--- config.mk ---
export PLATFORM = sky130hd
export DESIGN_NAME = mdu_seq
export DESIGN_NICKNAME = d
export VERILOG_FILES = /design/src/rtl/mdu_seq.sv
export SDC_FILE = /design/constraint.sdc
export NUM_CORES = 1
export LEC_CHECK = 0
export CORE_ASPECT_RATIO = 1.75
export CORE_MARGIN = 5
export CORE_UTILIZATION = 40
export DETAILED_ROUTE_END_ITERATION = 10
export GPL_TIMING_DRIVEN = 0
export PLACE_DENSITY = 0.73
export SLEW_MARGIN = 10
export SYNTH_ARGS = -nofsm -noshare
export SYNTH_HDL_FRONTEND = slang
export SYNTH_SLANG_ARGS = --single-unit
--- constraint.sdc ---
create_clock -name clk -period 3.6 [get_ports clk]
set_input_delay 0.72 -clock clk [delete_from_list [all_inputs] [get_ports clk]]
set_output_delay 0.72 -clock clk [all_outputs]
set_load 0.005 [all_outputs]
--- src/rtl/mdu_seq.sv ---
// mdu_seq: multi-cycle unsigned multiply/divide sequencer (MULTU / DIVU).
//
// The block has no adder of its own. Each clock it drives one add or subtract
// through an external alu and folds the result into the HI/LO registers.
// MULTU uses shift-and-add. DIVU uses restoring shift-and-subtract.
// A request takes 32 iterations. done pulses on the 33rd cycle after start.
//
// Ports
//   clk, rstn      rising-edge clock; asynchronous active-low reset
//   start          one-cycle request, sampled only while idle
//   op             0 = MULTU, 1 = DIVU (sampled with start)
//   src_a, src_b   multiplicand/dividend, multiplier/divisor (sampled with start)
//   alu_a, alu_b   operands to the external alu
//   alu_op         2'b00 add (MUL), 2'b01 subtract (DIV), 2'b10 when idle/done
//   alu_c          result from the external alu
//   busy           high in MUL, DIV and DONE; the CPU stalls on it
//   done           one-cycle pulse; hi/lo hold the final result from this cycle
//   hi, lo         product high/low word, or remainder/quotient
//   dbg_state      current FSM state (IDLE=0, MUL=1, DIV=2, DONE=3)
//
// Handshake: start is accepted only when busy=0. Any start seen while busy=1
// is dropped and latches nothing. hi/lo are meaningful when done=1, and stay
// valid while idle until the next accepted start.
module mdu_seq #(
    parameter int WIDTH = 32,
    parameter int CNT_W = 5
) (
    input  logic             clk,
    input  logic             rstn,
    input  logic             start,
    input  logic             op,
    input  logic [WIDTH-1:0] src_a,
    input  logic [WIDTH-1:0] src_b,
    output logic [WIDTH-1:0] alu_a,
    output logic [WIDTH-1:0] alu_b,
    output logic [1:0]       alu_op,
    input  logic [WIDTH-1:0] alu_c,
    output logic             busy,
    output logic             done,
    output logic [WIDTH-1:0] hi,
    output logic [WIDTH-1:0] lo,
    output logic [1:0]       dbg_state
);

    typedef enum logic [1:0] {
        IDLE = 2'd0,
        MUL  = 2'd1,
        DIV  = 2'd2,
        DONE = 2'd3
    } state_t;

    state_t             state_q, state_d;
    logic [WIDTH-1:0]   hi_q, hi_d;
    logic [WIDTH-1:0]   lo_q, lo_d;
    logic [WIDTH-1:0]   opnd_q, opnd_d;
    logic [CNT_W-1:0]   cnt_q, cnt_d;

    // Divide step operands. The partial remainder is shifted left by one.
    // The bit shifted out of hi (ovf) means the remainder exceeds WIDTH
    // bits, so it is certainly >= the divisor.
    logic [WIDTH-1:0]   rem;
    logic               ovf;
    logic               ge;
    // Multiply step: a wrapped sum is smaller than one of its addends.
    // That gives the carry-out without a wider adder.
    logic               carry;
    logic               last_iter;

    assign rem       = {hi_q[WIDTH-2:0], lo_q[WIDTH-1]};
    assign ovf       = hi_q[WIDTH-1];
    assign ge        = ovf | (rem >= opnd_q);
    assign carry     = (alu_c < hi_q);
    assign last_iter = (cnt_q == {CNT_W{1'b1}});

    // ALU drive depends on registered state only. There is no path from
    // start/src_* to the alu.
    always_comb begin
        alu_a  = '0;
        alu_b  = '0;
        alu_op = 2'b10;
        case (state_q)
            MUL: begin
                alu_a  = hi_q;
                alu_b  = opnd_q;
                alu_op = 2'b00;
            end
            DIV: begin
                alu_a  = rem;
                alu_b  = opnd_q;
                alu_op = 2'b01;
            end
            default: ;
        endcase
    end

    always_comb begin
        state_d = state_q;
        hi_d    = hi_q;
        lo_d    = lo_q;
        opnd_d  = opnd_q;
        cnt_d   = cnt_q;
        case (state_q)
            IDLE: begin
                if (start) begin
                    opnd_d  = src_b;
                    cnt_d   = '0;
                    hi_d    = '0;
                    lo_d    = src_a;
                    state_d = op ? DIV : MUL;
                end
            end
            MUL: begin
                // {hi,lo} shifts right one bit. The sum and carry come in when
                // the current multiplier bit (lo[0]) is set.
                if (lo_q[0]) begin
                    hi_d = {carry, alu_c[WIDTH-1:1]};
                    lo_d = {alu_c[0], lo_q[WIDTH-1:1]};
                end else begin
                    hi_d = {1'b0, hi_q[WIDTH-1:1]};
                    lo_d = {hi_q[0], lo_q[WIDTH-1:1]};
                end
                cnt_d = cnt_q + 1'b1;
                if (last_iter) state_d = DONE;
            end
            DIV: begin
                hi_d  = ge ? alu_c : rem;
                lo_d  = {lo_q[WIDTH-2:0], ge};
                cnt_d = cnt_q + 1'b1;
                if (last_iter) state_d = DONE;
            end
            DONE: begin
                state_d = IDLE;
            end
            default: state_d = IDLE;
        endcase
    end

    always_ff @(posedge clk or negedge rstn) begin
        if (!rstn) begin
            state_q <= IDLE;
            hi_q    <= '0;
            lo_q    <= '0;
            opnd_q  <= '0;
            cnt_q   <= '0;
        end else begin
            state_q <= state_d;
            hi_q    <= hi_d;
            lo_q    <= lo_d;
            opnd_q  <= opnd_d;
            cnt_q   <= cnt_d;
        end
    end

    assign busy      = (state_q != IDLE);
    assign done      = (state_q == DONE);
    assign hi        = hi_q;
    assign lo        = lo_q;
    assign dbg_state = state_q;

endmodule

==> impl_metrics.yaml, run 1 <==
global_routing:
  met3_usage: 0.0524
  gr-total-overflow: 0
  grt_max_degree: 57
  grtUsageMet1: 0.261
  grt_util_all_layers: 0.249
  grt_pass1_wl_mm: 42.4
  grt_pass1_vias: 8120
  busiest_layer: "met2"
  antenna_found_initial: 1
  use_met2: 0.471
route:
  viasPerCell: 5.80
  ant_nets: 0
  drcViolationCount: 0
  drtPass1Iterations: 6
  routed_wl_mm: 27.3
  wire_per_inst_um: 20.5
  vias: 7718
  drtIter0Drc: 472
power:
  vdd_drop_max_v: 0.000419
  p_per_area_nw_per_um2: 871
  p_comb_frac: 0.638
  swShare: 0.468
  power.switching_mw: 4.20
  leakage_nw: 4.17
  clock_power_share: 0.111
  seqPwrFrac: 0.250
  internal-power_mw: 4.77
worst_setup_path:
  reg2reg_from: "hi[28]"
  worst_setup_path_start_kind: "flop"
  crit_arrival_ps: 2790
  worst_ep_required_time_ps: 2880
  cp_max_fo: 10
  end_kind: "output pin"
  r2r_setup_slack_ps: 380
  r2r_end: "hi[26]"
  path_class: "reg -> out"
  r2r_cells: 8
synth:
  syn_area_um2: 7340
  synthAdderAreaFrac: 0.118
  synth_seq_cells: 103
  yosys_most_used_dff: "dfrtp_1"
  synth_edf_count: 0
  yosys.area_share.simple: 0.143
  synth-compound-area-share: 0.224
  yosysWarnings: 0
  async_reset_ff_frac: 1.00
  synth_seq_area_share: 0.351
  yosys.area_share.xor_xnor: 0
  synth_top_family_by_area: "compound AO/OA/AOI/OAI gates"
  synth_top_area_frac: 0.351
  syn_inst: 848
  syn_avg_cell_area_um2: 8.65
  synthMuxAreaShare: 0.0958
  synth_top_area_cell: "dfrtp_1"
  synth.distinct_cells: 44
  synth_nets: 1017
  synthTopCellsByArea: "dfrtp_1 35%, ha_1 12%, nor2_1 7.0%"
placement:
  placed_cell_area_um2: 9980
  hpwl_mm: 21.3
  numPortBuffers: 232
  gp_congestion: 0.884
run_status:
  status: "complete, no violations"
timing:
  worst_slew_pin_slew_ps: 803
  slew_headroom: 0.465
  period_share: 0.976
  min_period_ps: 3510
  fmax_mhz: 285
  setup_viol: 0
  rsz0062_at_grt: "no"
  whs_ps: 305
  drv_slew: 0
  clock_skew_ps: 16.3
  hold_viol: 0
finish:
  drive_gt1_frac: 0.0675
  syn_to_final_growth_pct: 40.3
  fillers: 1647
  design_area_um2: 10300
  layout.nets: 1260
floorplanning:
  fp.coreArea_um2: 18100
  die_y_um: 189
  rows: 65
  pin_count: 234
  die_area_um2: 21300
  initial_core_util: 0.406
  die_width_um: 112
clock_tree:
  clock-sinks: 103
  htreeDepth: 3
  root_buffer: "clkbuf_16"
  cts_tree: "built"
  clock_latency_ps: 350
  cts_hold_buffers: 0
  cts_made_buffers: 9
  path_clk_slew_ps: 80
  post_cts_buffers: 0
  clockBufferDepth: 2
hold_path:
  min_path_type: "in -> async"
flow_run:
  maxCapViolCount: 0
[kinds of logic after synthesis]
kind of cell / count (synthesis)
simple gates: 249
mux: 66
buf+inv: 134
compound gates: 227
fa+ha+maj: 69
flops: 103
[area by class of cell]
cell class | instances | area, µm² | share of cell area
multi-input cells | 611 | 4260 | 0.414
flip-flops and latches | 103 | 2580 | 0.250
well taps | 234 | 293 | 0.0284
clock inverters | 6 | 51.3 | 0.00498
inverters | 70 | 263 | 0.0255
diodes | 1 | 2.50 | 0.000243
plain buffers | 63 | 258 | 0.0250
repair buffers | 233 | 2350 | 0.228
clock buffers | 10 | 239 | 0.0232
[synthesized netlist by cell type, types with 2 or more instances]
master / count
nor2_1: 136
dfrtp_1: 103
ha_1: 69
inv_1: 69
nand2_1: 54
a21oi_1: 53
clkbuf_1: 51
nand3_1: 34
a221oi_1: 33
mux2_2: 33
o31ai_1: 33
a22oi_1: 32
mux2i_1: 32
o311ai_0: 31
o21ai_0: 16
buf_1: 11
nand4_1: 8
o21a_1: 5
a2111oi_0: 4
nand2b_1: 4
a211oi_1: 3
and4_1: 3
nor4_1: 3
o211ai_1: 3
a221o_1: 2
a32o_1: 2
and3_1: 2
buf_2: 2
o221ai_1: 2
[how the worst max path moves through the flow]
stage | startpoint | endpoint | cells past startpoint
2_1_floorplan | hi[27] | hi[31] | 7
3_3_place_gp | rstn | opnd_q[31] | 1
3_5_place_dp | dbg_state[0] | alu_a[7] | 8
4_1_cts | dbg_state[0] | alu_a[1] | 7
5_1_grt | dbg_state[1] | alu_a[20] | 7
6_report | dbg_state[1] | alu_a[9] | 7
[worst max-delay path, stage by stage, from the launching register on]
cell             delay (ps)
dfrtp_1                 450
inv_1                   110
ha_1                    170
clkbuf_1                500
clkbuf_2                380
a22oi_1                 170
nor2_1                  130
clkdlybuf4s50_1         520
[flip-flops by register name, summed over array words and instances (netlist names)]
register,count
opnd_q,32
hi,32
dbg_state,2
lo,32
cnt_q,5
[metal layers]
| layer | wire length, µm | vias up | part of all wire |
|---|---|---|---|
| li1 | - | 3593 | - |
| met3 | 1930 | 64 | 0.071 |
| met4 | 1110 | 0 | 0.041 |
| met5 | 0 | - | 0 |
| met2 | 14600 | 333 | 0.53 |
| met1 | 9730 | 3728 | 0.36 |
[cells in the final DEF (no fill, tap or decap), types with 2 or more instances in the layout]
master,n
nand3_1,34
nand2b_1,4
clkbuf_1,40
and3_1,2
clkbuf_16,9
o21a_1,5
nor2_1,136
dfrtp_1,103
a221o_1,2
clkdlybuf4s50_1,231
a221oi_1,33
a2111oi_0,4
clkinv_4,3
ha_1,68
a21oi_1,53
o21ai_0,16
buf_2,6
mux2i_1,32
a32o_1,2
nor4_1,3
nand2_1,54
buf_1,6
mux2_2,33
o31ai_1,33
nand4_1,8
a211oi_1,3
o211ai_1,3
o221ai_1,2
clkbuf_2,11
inv_1,69
and4_1,3
a22oi_1,32
o311ai_0,31
[power by group through the flow]
stage	clock network, mW	registers [mW]	logic (mW)
final	0.998	2.24	5.72
after detailed placement	0	2.26	5.68
after floorplan	0	2.10	3.15
after global placement	0	2.24	5.55
after global routing	1.06	2.32	6.25
after CTS	1.02	2.23	5.74
[stage by stage]
stage / utilization / worst slack (ps) / std cells / TNS [ps] / power (mW)
2_1_floorplan: - / 1090 / 848 / 0 / 5.25
3_3_place_gp: 0.551 / -2460 / 1314 / -253170 / 7.80
3_5_place_dp: 0.553 / -106 / 1315 / -1350 / 7.94
4_1_cts: 0.570 / 14.9 / 1330 / 0 / 8.99
5_1_grt: 0.570 / 1.22 / 1331 / 0 / 9.63
6_report: 0.570 / 85.8 / 1331 / 0 / 8.97
[what timing repair did]
| action | 4_1_cts | 5_1_grt |
|---|---|---|
| pin swaps | 0 | 0 |
| endpoints found under the hold margin | 0 | 0 |
| endpoints found under the setup margin | 64 | 34 |
| resized for setup | 11 | 9 |
(Power assumes the default switching activity.)
==> run 2, diff against run 1 <==
CORE_MARGIN = default   (was 5)
GPL_TIMING_DRIVEN = default   (was 0)
==> impl_metrics.yaml, run 2 (same netlist as run 1, synthesis figures left out) <==
clock_tree:
  root_buffer: "clkbuf_16"
  htreeDepth: 3
  ctsResizeCount: 0
  cts_made_buffers: 9
  post_cts_buffers: 0
  clock-sinks: 103
  clockBufferDepth: 2
  path_clk_slew_ps: 80
  cts_hold_buffers: 0
  cts_tree: "built"
  clock_latency_ps: 350
floorplanning:
  die_area_um2: 18900
  die_y_um: 181
  initial_core_util: 0.408
  fp.coreArea_um2: 18000
  rows: 65
  die_width_um: 104
  pin_count: 234
global_routing:
  antenna_found_initial: 0
  grt_pass1_vias: 7645
  grt_pass1_wl_mm: 40.0
  gr-total-overflow: 0
  grt_util_all_layers: 0.267
  grt_max_degree: 66
finish:
  layout.nets: 1221
  drive_gt1_frac: 0.0777
  syn_to_final_growth_pct: 40.0
  diodes: 0
  final_cell_mix: "232 x clkdlybuf4s50_1, 136 x nor2_1, 102 x dfrtp_1"
  finish.utilization: 0.572
  final_common_cell: "clkdlybuf4s50_1"
power:
  seqPwrFrac: 0.255
  p_per_area_nw_per_um2: 865
  internal-power_mw: 4.87
  vdd_drop_max_v: 0.000712
  swShare: 0.452
  p_comb_frac: 0.627
  fin_total_pwr_mw: 8.88
  clock_power_share: 0.117
  leakage_nw: 4.17
  power.switching_mw: 4.01
timing:
  fmax_mhz: 308
  clock_skew_ps: 13.1
  setup_viol: 0
  setup-tns-final_ps: 0
  hold_viol: 0
  setup_slack_ps: 356
  min_period_ps: 3240
  worst_slew_pin_slew_ps: 829
  rsz0062_at_grt: "no"
  period_share: 0.901
  drv_slew: 0
  whs_ps: 426
  slew_headroom: 0.447
route:
  viasPerCell: 5.81
  drtIter0Drc: 325
  drtPass1Iterations: 5
  routed_wl_mm: 25.1
  wire_per_inst_um: 19.5
  vias: 7500
  drcViolationCount: 0
  ant_nets: 0
worst_setup_path:
  crit_slowest_cell: "ha_2"
  end_kind: "output pin"
  worst_ep_required_time_ps: 2880
  critPathLaunch: "dbg_state[1]"
  worst_setup_path_start_kind: "flop"
  max_stage_delay_ps: 560
  path_class: "reg -> out"
  crit_chain: "inv_1 > ha_2 > buf_12 > a22oi_1 > nor2_1 > clkdlybuf4s50_1"
  crit_arrival_ps: 2520
  cp_max_fo: 35
  reg2reg_from: "hi[28]"
hold_path:
  min_path_type: "in -> async"
flow_run:
  maxCapViolCount: 0
placement:
  hpwl_mm: 18.4
  gp_congestion: 0.881
  numPortBuffers: 233
  post-place-ws_ps: 422
run_status:
  status: "complete, no violations"
run 2: cell count changes in the layout (fill, tap and decap cells not counted), moves of 2 or more:
cell      change
buf_12        +4
clkbuf_2     -11
buf_1         -6
buf_2         -6
buf_4        +21
clkinv_4      -2
inv_6         +2
clkbuf_1     -40
run 2: per-stage QoR:
| step | cells | cell area, µm² |
|---|---|---|
| finish | 1290 | 10300 |
| detailed placement | 1275 | 9970 |
| global placement | 1275 | 9970 |
| CTS | 1290 | 10300 |
| global route | 1290 | 10300 |
| floorplan | 848 | 7340 |
run 2: final timing paths:
kind | end | slack [ps] | cells after the start
max in group asynchronous | hi[15] | 2330 | 2
hold / removal | lo[14] | 430 | 1
min in group clk | opnd_q[28] | 510 | 1
setup / recovery | alu_a[9] | 360 | 6
hold reg to reg | opnd_q[28] | 510 | 1
setup reg to reg | hi[1] | 370 | 9
run 2: layout make-up:
type	count	area, µm²
Fill cell	1638	7700
Multi-Input combinational cell	611	4280
Sequential cell	103	2580
Timing Repair Buffer	257	2560
Tap cell	234	293
Inverter	70	264
Clock buffer	9	225
Clock inverter	6	76.3
run 2: worst max-delay path, delay by kind of cell (launching register included):
family	cells	cell delay, ps
fa+ha+maj	1	560
compound gates	1	110
buf+inv	3	940
flops	1	440
simple gates	1	100
run 2: layer usage:
layer	GRT usage	vias up	wire length, µm	part of all wire
met2	0.502	289	13600	0.54
met1	0.295	3655	9490	0.38
li1	-	3505	-	-
met3	0.0415	51	1320	0.052
met5	0	-	0	0
met4	0.105	0	718	0.029
run 2: power groups by stage:
stage	logic, mW	registers [mW]	clock network [mW]
final	5.57	2.27	1.04
after global routing	6.12	2.35	1.10
after CTS	5.62	2.26	1.06
after detailed placement	5.59	2.29	0
after global placement	5.49	2.26	0
after floorplan	3.15	2.10	0
